==> src/rtl/fir_mac_scheduler_if.sv <==
// Sample-in / filtered-out handshake bundle for the shared-MAC FIR.
// Master drives samples, slave returns results and status.
interface fir_mac_scheduler_if #(
  parameter int DW = 10
);
  logic [DW-1:0] sample_in;
  logic          sample_valid;
  logic          busy;
  logic [DW-1:0] out_data;
  logic          out_valid;
  logic          overrun;

  modport master (
    output sample_in,
    output sample_valid,
    input  busy,
    input  out_data,
    input  out_valid,
    input  overrun
  );

  modport slave (
    input  sample_in,
    input  sample_valid,
    output busy,
    output out_data,
    output out_valid,
    output overrun
  );
endinterface

==> src/rtl/fir_mac_scheduler.sv <==
// 31-tap symmetric FIR, one shared MAC over 16 tap pairs per sample.
// Define FIR_ROUND_EN for round-half-up scaling instead of truncation.
module fir_mac_scheduler #(
  parameter int DW    = 10,
  parameter int NTAPS = 31,
  parameter int SHIFT = 10
) (
  input  logic clk,
  input  logic reset,
  fir_mac_scheduler_if.slave bus
);

  localparam int PW = DW + 1;
  localparam int CW = 7;
  localparam int MW = PW + CW;
  localparam int AW = 21;
  localparam logic [4:0]    LAST = 5'(NTAPS - 1);
  localparam logic [AW-1:0] MAXV = AW'((1 << DW) - 1);

  typedef enum logic [1:0] {
    IDLE,
    ACCUM,
    SCALE
  } state_t;

  state_t        state;
  logic [4:0]    wp;
  logic [4:0]    newest;
  logic [3:0]    k;
  logic [AW-1:0] acc;
  logic [DW-1:0] hist [NTAPS];
  logic [DW-1:0] out_data;
  logic          out_valid;
  logic          overrun;

  function automatic logic [CW-1:0] coef(input logic [3:0] i);
    logic [CW-1:0] c;
    unique case (i)
      4'd0:    c = 7'd3;
      4'd1:    c = 7'd4;
      4'd2:    c = 7'd6;
      4'd3:    c = 7'd8;
      4'd4:    c = 7'd12;
      4'd5:    c = 7'd17;
      4'd6:    c = 7'd23;
      4'd7:    c = 7'd29;
      4'd8:    c = 7'd36;
      4'd9:    c = 7'd43;
      4'd10:   c = 7'd50;
      4'd11:   c = 7'd56;
      4'd12:   c = 7'd61;
      4'd13:   c = 7'd65;
      4'd14:   c = 7'd67;
      default: c = 7'd68;
    endcase
    return c;
  endfunction

  logic [5:0]    diff_a;
  logic [5:0]    sum_b;
  logic [4:0]    idx_a;
  logic [4:0]    idx_b;
  logic [PW-1:0] pair;
  logic [MW-1:0] prod;
  logic [AW-1:0] acc_r;
  logic [AW-1:0] scaled;
  logic [DW-1:0] sat;

  // Both indices are wrapped mod 31 with 5-bit adds; 32-wrap folds in
  always_comb begin
    diff_a = {1'b0, newest} - {2'b0, k};
    sum_b  = {1'b0, newest} + {2'b0, k} + 6'd1;
    idx_a  = diff_a[5] ? diff_a[4:0] + 5'd31
                       : diff_a[4:0];
    idx_b  = (sum_b >= 6'd31) ? sum_b[4:0] - 5'd31
                              : sum_b[4:0];
    // Centre tap has no partner; both indices coincide there
    if (k == 4'd15) begin
      pair = {1'b0, hist[idx_a]};
    end else begin
      pair = {1'b0, hist[idx_a]} + {1'b0, hist[idx_b]};
    end
    prod = {{PW{1'b0}}, coef(k)} * {{CW{1'b0}}, pair};
  end

  always_comb begin
`ifdef FIR_ROUND_EN
    acc_r = acc + (AW'(1) << (SHIFT - 1));
`else
    acc_r = acc;
`endif
    scaled = acc_r >> SHIFT;
    sat    = (scaled > MAXV) ? '1 : scaled[DW-1:0];
  end

  always_ff @(posedge clk or negedge reset) begin
    if (!reset) begin
      state     <= IDLE;
      wp        <= '0;
      newest    <= '0;
      k         <= '0;
      acc       <= '0;
      out_data  <= '0;
      out_valid <= 1'b0;
      overrun   <= 1'b0;
      for (int i = 0; i < NTAPS; i++) begin
        hist[i] <= '0;
      end
    end else begin
      out_valid <= 1'b0;
      overrun   <= bus.sample_valid && (state != IDLE);
      unique case (state)
        IDLE: begin
          if (bus.sample_valid) begin
            hist[wp] <= bus.sample_in;
            newest   <= wp;
            wp       <= (wp == LAST) ? 5'd0 : wp + 5'd1;
            acc      <= '0;
            k        <= '0;
            state    <= ACCUM;
          end
        end
        ACCUM: begin
          acc <= acc + {{(AW-MW){1'b0}}, prod};
          k   <= k + 4'd1;
          if (k == 4'd15) begin
            state <= SCALE;
          end
        end
        SCALE: begin
          out_data  <= sat;
          out_valid <= 1'b1;
          state     <= IDLE;
        end
        default: state <= IDLE;
      endcase
    end
  end

  assign bus.busy      = (state != IDLE);
  assign bus.out_data  = out_data;
  assign bus.out_valid = out_valid;
  assign bus.overrun   = overrun;

endmodule

==> src/flat_wrapper.sv <==
// flat-port wrapper written by rule: the top's interface ports become plain ports
module fir_mac_scheduler_flat 
#(
  parameter int DW    = 10,
  parameter int NTAPS = 31,
  parameter int SHIFT = 10
)
  (clk, reset, bus_sample_in, bus_sample_valid, bus_busy, bus_out_data, bus_out_valid, bus_overrun);
  fir_mac_scheduler_if #(.DW(DW)) bus_i ();
  input  logic clk;
  input  logic reset;
  input wire logic [$bits(bus_i.sample_in)-1:0] bus_sample_in;
  input wire logic [$bits(bus_i.sample_valid)-1:0] bus_sample_valid;
  output wire logic [$bits(bus_i.busy)-1:0] bus_busy;
  output wire logic [$bits(bus_i.out_data)-1:0] bus_out_data;
  output wire logic [$bits(bus_i.out_valid)-1:0] bus_out_valid;
  output wire logic [$bits(bus_i.overrun)-1:0] bus_overrun;
  assign bus_i.sample_in = bus_sample_in;
  assign bus_i.sample_valid = bus_sample_valid;
  assign bus_busy = bus_i.busy;
  assign bus_out_data = bus_i.out_data;
  assign bus_out_valid = bus_i.out_valid;
  assign bus_overrun = bus_i.overrun;
  fir_mac_scheduler #(.DW(DW), .NTAPS(NTAPS), .SHIFT(SHIFT)) u_core (.clk(clk), .reset(reset), .bus(bus_i));
endmodule
==> config.mk <==
export PLATFORM = sky130hd
export DESIGN_NAME = fir_mac_scheduler_flat
export DESIGN_NICKNAME = d
export VERILOG_FILES = /design/src/rtl/fir_mac_scheduler_if.sv /design/src/rtl/fir_mac_scheduler.sv /design/src/flat_wrapper.sv
export SDC_FILE = /design/constraint.sdc
export NUM_CORES = 1
export LEC_CHECK = 0
export CORE_ASPECT_RATIO = 0.75
export CORE_UTILIZATION = 50
export CTS_BUF_LIST = sky130_fd_sc_hd__clkbuf_4 sky130_fd_sc_hd__clkbuf_8
export CTS_CLUSTER_DIAMETER = 40
export DETAILED_ROUTE_END_ITERATION = 8
export PLACE_DENSITY = 0.66
export SYNTH_ARGS = -nofsm -noshare
export SYNTH_HDL_FRONTEND = slang
export SYNTH_SLANG_ARGS = --single-unit
==> constraint.sdc <==
create_clock -name clk -period 15.7 [get_ports clk]
set_clock_uncertainty 0.15 [all_clocks]
set_input_delay 2.355 -clock clk [delete_from_list [all_inputs] [get_ports clk]]
set_output_delay 2.355 -clock clk [all_outputs]
set_load 0.01 [all_outputs]
==> flow_summary.json <==
{
  "ys.flop_type": "dfrtp_1",
  "synth.most_common_cell": "dfrtp_1",
  "ant_nets": 0,
  "avgRoutedWirePerCell_um": 29.1,
  "rsz0062_at_grt": "no",
  "place_ws_ns": 3.56,
  "fmax_ghz": 0.0802,
  "dpl_cell_area_sq_um": 26000,
  "synth.distinct_cells": 89,
  "drt-pass1-iter-count": 7,
  "area_growth_pct": 9.22,
  "drive_above_1_share": 0.248,
  "initial_core_util": 0.511,
  "final_nets": 2560,
  "clkSinkCount": 359,
  "synth_common_cells": "dfrtp_1, mux2_2, nand2_1",
  "hold_viol": 0,
  "antenna_found_initial": 5,
  "synth.cell_area_sq_um": 25100,
  "path_max_fanout": 36,
  "fin_cells": 3112,
  "die_width_um": 261,
  "synth.avg_cell_area_sq_um": 10.3,
  "die-area_sq_um": 51200,
  "drt_wl_total_um": 90700,
  "clk_latency_ns": 0.70,
  "hold_class": "reg2reg",
  "cts_hold_buf": 0,
  "cpPeakStageDelay_ns": 0.95,
  "cts.path.max_buffers": 3,
  "dp.cells": 2993,
  "die_h_um": 196,
  "async_flop_share": 1.00,
  "tightest_slew_ns": 1.44,
  "ys_top_cells_by_area": "dfrtp_1, mux2_2, mux4_2, fa_1, mux2i_1",
  "status": "completed",
  "maxSlewHeadroom": 0.0292,
  "critPathCaptureType": "flop",
  "synth_top_area_frac": 0.357,
  "cts_max_level": 3,
  "cts_tree": "built",
  "tns_ns": 0,
  "synth_edf_count": 0,
  "fin_crit_sh": 0.794,
  "cts-resized-gates": 0,
  "io_buffer_count": 25,
  "drv_slew": 0,
  "yosysWarnings": 0,
  "gp_congestion": 1.05,
  "fin_ws_ns": 3.23,
  "postCtsSetupBuffers": 0,
  "cap_violations": 0,
  "grt_pass1_vias": 20600,
  "setup_viol": 0,
  "via_count": 21800,
  "cp.required_ns": 16.11,
  "drt_iter0_markers": 3295,
  "grt_max_degree": 89,
  "synth_nets": 2582,
  "cp_common_cell": "inv_1",
  "place_hpwl_um": 63100,
  "start_kind": "flop",
  "drc": 0,
  "cts-root-buf": "clkbuf_8",
  "path_clk_slew_ns": 0.06,
  "grtUsageTotal": 0.360,
  "ys_seq_area_frac": 0.357,
  "grt_pass1_wl_um": 136000,
  "crit_slowest_cell": "nand2_1",
  "core_sq_um": 49200,
  "cts_buffers": 66,
  "rows": 70,
  "fin_crit_ns": 12.47,
  "arrival_ns": 12.88,
  "io_pins": 26,
  "netlist_instances": 2435,
  "crit_type": "reg2reg",
  "via_per_inst": 7.02,
  "stdcell_area_sq_um": 27500,
  "synth-seq-cells": 359,
  "overflow": 0,
  "synth_top_area_cell": "dfrtp_1"
}
layout make-up:
class	count	area [sq um]
Sequential cell	359	8980
Clock inverter	15	180
Inverter	118	443
Multi-Input combinational cell	1777	15000
Tap cell	648	811
Antenna cell	2	5.00
Timing Repair Buffer	91	746
Fill cell	4283	21800
Clock buffer	102	1270
kinds of logic after synthesis:
kind of cell,count (synthesis),share of synthesized area
and+or+nand+nor,595,0.116
buffers and inverters,299,0.0486
adders and majority gates,134,0.0855
DFF,359,0.357
xor gates and xnor gates,35,0.0125
muxes,478,0.235
AOI/OAI and AO/OA,535,0.145
registers in the layout, summed over array words and instances, names as in the netlist:
signal / flops
u_core.bus.overrun: 1
u_core.bus.out_data: 10
u_core.acc: 21
u_core.wp: 5
u_core.hist: 310
u_core.k: 4
u_core.bus.out_valid: 1
u_core.newest: 5
u_core.state: 2
critical path: cells and delay by family (launching register included):
kind            cells  cell delay, ns
simple gates        5            1.83
buf+inv             7            1.59
compound gates     17            4.47
xor+xnor            2            0.23
flops               1            0.47
fa+ha+maj           9            3.58
routing by layer:
layer,GRT usage,vias to the layer above,wire length (um)
met3,0.140,318,13000
met5,0,-,49
met2,0.474,1524,36000
li1,-,9028,-
met1,0.525,11000,38200
met4,0.136,4,3560
through the flow:
step	hold WS (ns)	utilization
6_report	0.334	0.558
4_1_cts	0.336	0.558
3_3_place_gp	0.313	0.528
5_1_grt	0.366	0.558
2_1_floorplan	0.300	-
3_5_place_dp	0.322	0.528
worst paths after layout:
kind                                               startpoint                            endpoint  slack (ns)  cells past startpoint
min reg2reg                u_core.bus.out_data[0]$_DFFE_PN0P_  u_core.bus.out_data[0]$_DFFE_PN0P_        0.33                      2
max                                   u_core.k[0]$_DFFE_PN0P_          u_core.acc[19]$_DFFE_PN0P_        3.23                     40
min                        u_core.bus.out_data[0]$_DFFE_PN0P_  u_core.bus.out_data[0]$_DFFE_PN0P_        0.33                      2
max reg2reg                           u_core.k[0]$_DFFE_PN0P_          u_core.acc[19]$_DFFE_PN0P_        3.23                     40
min in group asynchronous                               reset  u_core.bus.out_data[9]$_DFFE_PN0P_        1.48                      1
max in group asynchronous                               reset        u_core.hist[243]$_DFFE_PN0P_       11.26                      3
placed cells by master, fill, tap and decap left out, drive strengths merged, types with 18 or more instances in the layout:
master	instances
nand2	161
or3	33
mux4	57
xnor2	22
ha	71
dfrtp	359
clkbuf	102
nand3	104
and3	20
o21a	25
o21ai	160
inv	121
o22ai	41
a21oi	52
clkdlybuf4s50	23
nor3	65
buf	68
o211ai	21
nand4	18
o221ai	52
fa	63
mux2	320
nor2	126
a31oi	33
mux2i	101
Power is not shown: default switching activity piles up to over one toggle a cycle in this logic, so the estimate is an artifact.
